## config.mk

```make
export PLATFORM = sky130hd
export DESIGN_NAME = uart_rx_frame
export DESIGN_NICKNAME = d
export VERILOG_FILES = /design/src/rtl/uart_rx_frame.sv
export SDC_FILE = /design/constraint.sdc
export NUM_CORES = 1
export LEC_CHECK = 0
export ABC_AREA = 1
export BUFFER_PORTS_ARGS = -buffer_cell sky130_fd_sc_hd__buf_2
export CELL_PAD_IN_SITES_DETAIL_PLACEMENT = 0
export CELL_PAD_IN_SITES_GLOBAL_PLACEMENT = 1
export CORE_UTILIZATION = 35
export CTS_CLUSTER_SIZE = 8
export DETAILED_ROUTE_END_ITERATION = 7
export GPL_ROUTABILITY_DRIVEN = 0
export PLACE_DENSITY = 0.65
export SETUP_SLACK_MARGIN = 0.5
export SLEW_MARGIN = 20
export SYNTH_ARGS = -nofsm -noshare
export SYNTH_HDL_FRONTEND = slang
export SYNTH_SLANG_ARGS = --single-unit
```

## constraint.sdc

```tcl
create_clock -name CLK -period 1.7 [get_ports CLK]
set_input_delay 0.34 -clock CLK [delete_from_list [all_inputs] [get_ports CLK]]
set_output_delay 0.34 -clock CLK [all_outputs]
set_load 0.005 [all_outputs]
```

## src/rtl/uart_rx_frame.sv

```systemverilog
// UART receive framer: synchronised SIN, oversampled start detect, 3-tick majority
// vote, 5..DW data bits, optional odd/even/stick parity, framing and break flags.
module uart_rx_frame #(
  parameter int OVERSAMPLE  = 16,
  parameter int DW          = 8,
  parameter int SYNC_STAGES = 2,
  localparam int WLW = $clog2(DW + 1)
) (
  input  logic           CLK,
  input  logic           RST_N,
  input  logic           RXCLK,
  input  logic           SIN,
  input  logic           CLEAR,
  input  logic [WLW-1:0] WLEN,
  input  logic           PEN,
  input  logic           EPS,
  input  logic           SP,
  output logic [DW-1:0]  DOUT,
  output logic           DVALID,
  output logic           PE,
  output logic           FE,
  output logic           BI,
  output logic           BUSY
);

  localparam int CW  = $clog2(OVERSAMPLE);
  localparam int BIW = $clog2(DW);

  typedef enum logic [2:0] {IDLE, START, DATA, PAR, STOP, MWAIT} state_t;

  state_t                 state_reg, state_next;
  logic [SYNC_STAGES-1:0] sync_reg;
  logic [2:0]             shreg_reg;
  logic [CW-1:0]          cnt_reg, cnt_next;
  logic [BIW-1:0]         bitidx_reg, bitidx_next;
  logic [BIW-1:0]         last_idx_reg, last_idx_next;
  logic [DW-1:0]          data_reg, data_next;
  logic                   pen_reg, pen_next, eps_reg, eps_next, sp_reg, sp_next;
  logic                   par_bit_reg, par_bit_next, pe_pend_reg, pe_pend_next;
  logic [DW-1:0]          dout_reg, dout_next;
  logic                   dvalid_reg, dvalid_next;
  logic                   pe_reg, pe_next, fe_reg, fe_next, bi_reg, bi_next;

  logic           s;
  logic           vote;
  logic           half_pt, mid_pt;
  logic [WLW-1:0] wlen_eff;

  assign s       = sync_reg[SYNC_STAGES-1];
  assign vote    = (shreg_reg[0] & shreg_reg[1]) | (shreg_reg[0] & shreg_reg[2]) |
                   (shreg_reg[1] & shreg_reg[2]);
  assign half_pt = (cnt_reg == CW'(OVERSAMPLE / 2 - 1));
  assign mid_pt  = (cnt_reg == CW'(OVERSAMPLE - 1));

  always_comb begin
    if (WLEN < WLW'(5))       wlen_eff = WLW'(5);
    else if (WLEN > WLW'(DW)) wlen_eff = WLW'(DW);
    else                      wlen_eff = WLEN;
  end

  // Synchroniser always runs; the vote history only advances on RXCLK ticks.
  always_ff @(posedge CLK or negedge RST_N) begin
    if (!RST_N) begin
      sync_reg  <= '1;
      shreg_reg <= 3'b111;
    end else begin
      sync_reg <= {sync_reg[SYNC_STAGES-2:0], SIN};
      if (RXCLK) shreg_reg <= {shreg_reg[1:0], s};
    end
  end

  always_ff @(posedge CLK or negedge RST_N) begin
    if (!RST_N) begin
      state_reg    <= IDLE;
      cnt_reg      <= '0;
      bitidx_reg   <= '0;
      last_idx_reg <= '0;
      data_reg     <= '0;
      pen_reg      <= 1'b0;
      eps_reg      <= 1'b0;
      sp_reg       <= 1'b0;
      par_bit_reg  <= 1'b0;
      pe_pend_reg  <= 1'b0;
      dout_reg     <= '0;
      dvalid_reg   <= 1'b0;
      pe_reg       <= 1'b0;
      fe_reg       <= 1'b0;
      bi_reg       <= 1'b0;
    end else begin
      state_reg    <= state_next;
      cnt_reg      <= cnt_next;
      bitidx_reg   <= bitidx_next;
      last_idx_reg <= last_idx_next;
      data_reg     <= data_next;
      pen_reg      <= pen_next;
      eps_reg      <= eps_next;
      sp_reg       <= sp_next;
      par_bit_reg  <= par_bit_next;
      pe_pend_reg  <= pe_pend_next;
      dout_reg     <= dout_next;
      dvalid_reg   <= dvalid_next;
      pe_reg       <= pe_next;
      fe_reg       <= fe_next;
      bi_reg       <= bi_next;
    end
  end

  always_comb begin
    state_next    = state_reg;
    cnt_next      = cnt_reg;
    bitidx_next   = bitidx_reg;
    last_idx_next = last_idx_reg;
    data_next     = data_reg;
    pen_next      = pen_reg;
    eps_next      = eps_reg;
    sp_next       = sp_reg;
    par_bit_next  = par_bit_reg;
    pe_pend_next  = pe_pend_reg;
    dout_next     = dout_reg;
    dvalid_next   = 1'b0;
    pe_next       = pe_reg;
    fe_next       = fe_reg;
    bi_next       = bi_reg;

    if (CLEAR) begin
      state_next = IDLE;
      cnt_next   = '0;
    end else if (RXCLK) begin
      cnt_next = cnt_reg + 1'b1;
      case (state_reg)
        IDLE: begin
          cnt_next = '0;
          if (!s) begin
            state_next    = START;
            last_idx_next = BIW'(wlen_eff - 1'b1);
            pen_next      = PEN;
            eps_next      = EPS;
            sp_next       = SP;
            data_next     = '0;
            bitidx_next   = '0;
            par_bit_next  = 1'b0;
            pe_pend_next  = 1'b0;
          end
        end
        START: if (half_pt) begin
          cnt_next   = '0;
          state_next = vote ? IDLE : DATA;
        end
        DATA: if (mid_pt) begin
          cnt_next              = '0;
          data_next[bitidx_reg] = vote;
          if (bitidx_reg == last_idx_reg) begin
            bitidx_next = '0;
            state_next  = pen_reg ? PAR : STOP;
          end else begin
            bitidx_next = bitidx_reg + 1'b1;
          end
        end
        PAR: if (mid_pt) begin
          cnt_next     = '0;
          par_bit_next = vote;
          pe_pend_next = sp_reg ? (vote != ~eps_reg)
                                : ((^data_reg) ^ vote ^ eps_reg ^ 1'b1);
          state_next   = STOP;
        end
        STOP: if (mid_pt) begin
          cnt_next    = '0;
          dout_next   = data_reg;
          pe_next     = pen_reg & pe_pend_reg;
          fe_next     = ~vote;
          bi_next     = (data_reg == '0) & (~pen_reg | ~par_bit_reg) & ~vote;
          dvalid_next = 1'b1;
          state_next  = bi_next ? MWAIT : IDLE;
        end
        MWAIT: begin
          // Break: hold off until the line returns high before hunting again.
          cnt_next = '0;
          if (s) state_next = IDLE;
        end
        default: begin
          cnt_next   = '0;
          state_next = IDLE;
        end
      endcase
    end
  end

  assign DOUT   = dout_reg;
  assign DVALID = dvalid_reg;
  assign PE     = pe_reg;
  assign FE     = fe_reg;
  assign BI     = bi_reg;
  assign BUSY   = (state_reg != IDLE);

endmodule
```

==> results.cfg <==
[floorplan]
die-area_mm2 = 0.00730
rows = 30
initial_utilization_pct = 36.1
die_h_um = 85.5
fp.coreArea_mm2 = 0.00676
die_w_um = 85.5
ios = 25

[critical_path]
endpoint = BUSY
cp_data_arrival_time_ps = 1180
setup.worst_path.start_class = flop
regToRegSetupSlack_ps = 220
critPathKind = flop to primary output
crit_fanout = 6
crit_start = state_reg[1]$_DFFE_PN0P_
required_ps = 1360
r2r_start = cnt_reg[1]$_DFFE_PN0N_
ff2ff_path_depth = 9
r2r-end = state_reg[0]$_DFFE_PN0P_
endpoint_kind = primary output

[power]
p_int_w = 0.00212
peakVddDrop_mv = 0.519
p_clk_share_pct = 18.5
pwr_density_cell_mw_per_mm2 = 1090
finalPower_w = 0.00357
pwr-share-seq_pct = 38.2
switchingPower_w = 0.00145
switching_share_pct = 40.6
p_leak_nw = 1.61
p_comb_share_pct = 43.3

[timing]
fin_crit_ps = 1520
worst_pin_slew_ps = 379
whs_ps = -0.297
fin_skew_ps = 7.65
rsz0062_at_grt = true
setup_violations = 0
tns_ps = 0
max_freq_mhz = 660
hold_viol = 1
finalMaxSlewViolations = 0
slew_headroom_pct = 74.6
fin_crit_sh_pct = 89.1

[logic_synthesis]
synthFlopType = dfrtp_1
seq_area_frac_synth_pct = 44.4
synth_area_leaders = dfrtp_1, nand2_1, inv_1
syn_inst = 306
synth_nets = 325
avgSynthCellArea_um2 = 7.97
synth_top_cell_by_area = dfrtp_1
async_flop_share_pct = 100
synth_edf_count = 0
synth.distinct_cells = 32
synth.yosys.warnings = 0
synth_area_mm2 = 0.00244
yosysTopAreaCellShare_pct = 39.0
synth_seq_cells = 43

[global_route]
grt_max_degree = 44
grt_overflow_total = 0
grt_pass1_vias = 1983
grtUsageTotal_pct = 17.2
grt_first_pass_wirelength_um = 9710
grt_antenna_before_repair = 0

[route]
drc = 0
viasPerCell = 4.74
first_pass_iters = 4
wl_um = 5680
wire_per_inst_um = 12.7
antenna_left = 0
vias = 2118
drtIter0Drc = 95

[hold_path]
min_path_type = primary input to asynchronous set/reset pin

[cts]
cts.sinks = 43
ctsHtreeMaxLevel = 2
cts_tree = built
cts_hold_buf = 0
clkSlewWorstSetupHoldPaths_ps = 80
insertion_delay_ps = 300
cts_made_buffers = 5
cts_max_path_buffers = 2
clockRootBuffer = clkbuf_8

[finish]
area_delta_synth_final_pct = 34.4
n_antenna_cell = 0
nets = 385
multiInputGateArea_mm2 = 0.00139
ff_latch_area_mm2 = 0.00109
stdcell_area_mm2 = 0.00328
drive_above_1_share_pct = 43.1
fillCellCount = 680

[run_status]
violations = negative hold slack
status = finished, violations left

[place]
numPortBuffers = 24
placed_area_mm2 = 0.00278
dp_hpwl_um = 3990

[job]
drv_cap = 0
-- metal layers --
metal | routed length, um | global-route usage (%)
met1 | 2820 | 23.8
met4 | 75 | 5.45
met2 | 2630 | 27.5
met3 | 160 | 3.11
met5 | 0 | 0
-- what timing repair did --
item,CTS,global route
resized for setup,31,39
gates cloned,1,1
pin swaps,9,27
endpoints found under the setup margin,37,39
setup buffers,11,15
-- power groups by stage --
stage | Sequential [W] | Clock, W | Combinational (W)
after floorplan | 0.00133 | 0 | 0.000913
after global placement | 0.00137 | 0 | 0.00121
after detailed placement | 0.00137 | 0 | 0.00122
after CTS | 0.00136 | 0.000692 | 0.00134
after global routing | 0.00139 | 0.000722 | 0.00172
final | 0.00136 | 0.000662 | 0.00155
-- placed cells by master (no fill, tap or decap), types with 2 or more instances in the layout --
cell type and count:
nor3_1 6, inv_4 2, o21ai_2 11, nand2_4 3, nand3_2 4, nor2_4 6, dfstp_2 5, buf_4 28
inv_2 16, buf_2 23, inv_1 23, nor2_2 3, inv_8 2, ha_4 5, nand3_4 3, nand4_1 2
nand2_1 80, o21ai_0 4, xor2_1 2, ha_1 2, nand2_2 17, o21ai_1 18, nand3_1 15, dfrtp_1 34
xnor2_1 2, nor3_4 3, clkbuf_8 5, dfrtp_2 4, buf_6 7, nor2_1 12, a21oi_1 6
-- worst min-delay path by stage --
stage | startpoint | endpoint | slack, ps | depth (start not counted)
6_report | RST_N | cnt_reg[0]$_DFFE_PN0N_ | -0.3 | 2
5_1_grt | RST_N | cnt_reg[3]$_DFFE_PN0N_ | 30 | 2
4_1_cts | RST_N | cnt_reg[0]$_DFFE_PN0N_ | 9 | 2
3_5_place_dp | RST_N | cnt_reg[0]$_DFFE_PN0N_ | 340 | 2
3_3_place_gp | RST_N | cnt_reg[0]$_DFFE_PN0N_ | 340 | 2
2_1_floorplan | RST_N | BI$_DFFE_PN0P_ | 40 | 0
-- kinds of logic after synthesis --
kind of cell	Yosys count	synth area share, %
fa+ha+maj	7	3.59
buf+inv	50	8.62
xor+xnor	7	2.52
flops	43	44.4
compound gates	43	10.8
simple gates	156	30.1
-- Yosys cell counts (5+ instances only) --
library cell	count
nand2_1	96
dfrtp_1	38
inv_1	36
nand3_1	19
nor2_1	17
o21ai_0	13
o21ai_1	12
o21ai_2	9
ha_1	7
inv_2	7
nor3_1	7
a21oi_1	6
dfstp_2	5
-- cell type report --
cell class / count / area share, %
sequential: 43 / 33.2
clock buffer: 6 / 2.22
clock inverter: 2 / 0.382
inverter: 43 / 5.46
multi-input combinational: 213 / 42.4
timing repair buffer: 59 / 12.9
tap: 80 / 3.06
timing repair inverter: 1 / 0.344
-- worst max-delay path: stages (launching register included) --
cell     delay, ps
dfrtp_2        480
nor2_4         170
nand2_4        100
buf_6          130
-- through the flow --
step                util (%)  hold slack (ps)  worst slack (ps)  instances
finish                  48.5           -0.297               185        447
global route            48.5             25.9               114        447
CTS                     45.1             8.51               208        431
detailed placement      41.1              340               122        411
global placement        41.1              341               143        411
floorplan                  -             44.4               340        306
No activity file was read; power rests on OpenSTA's default activity.
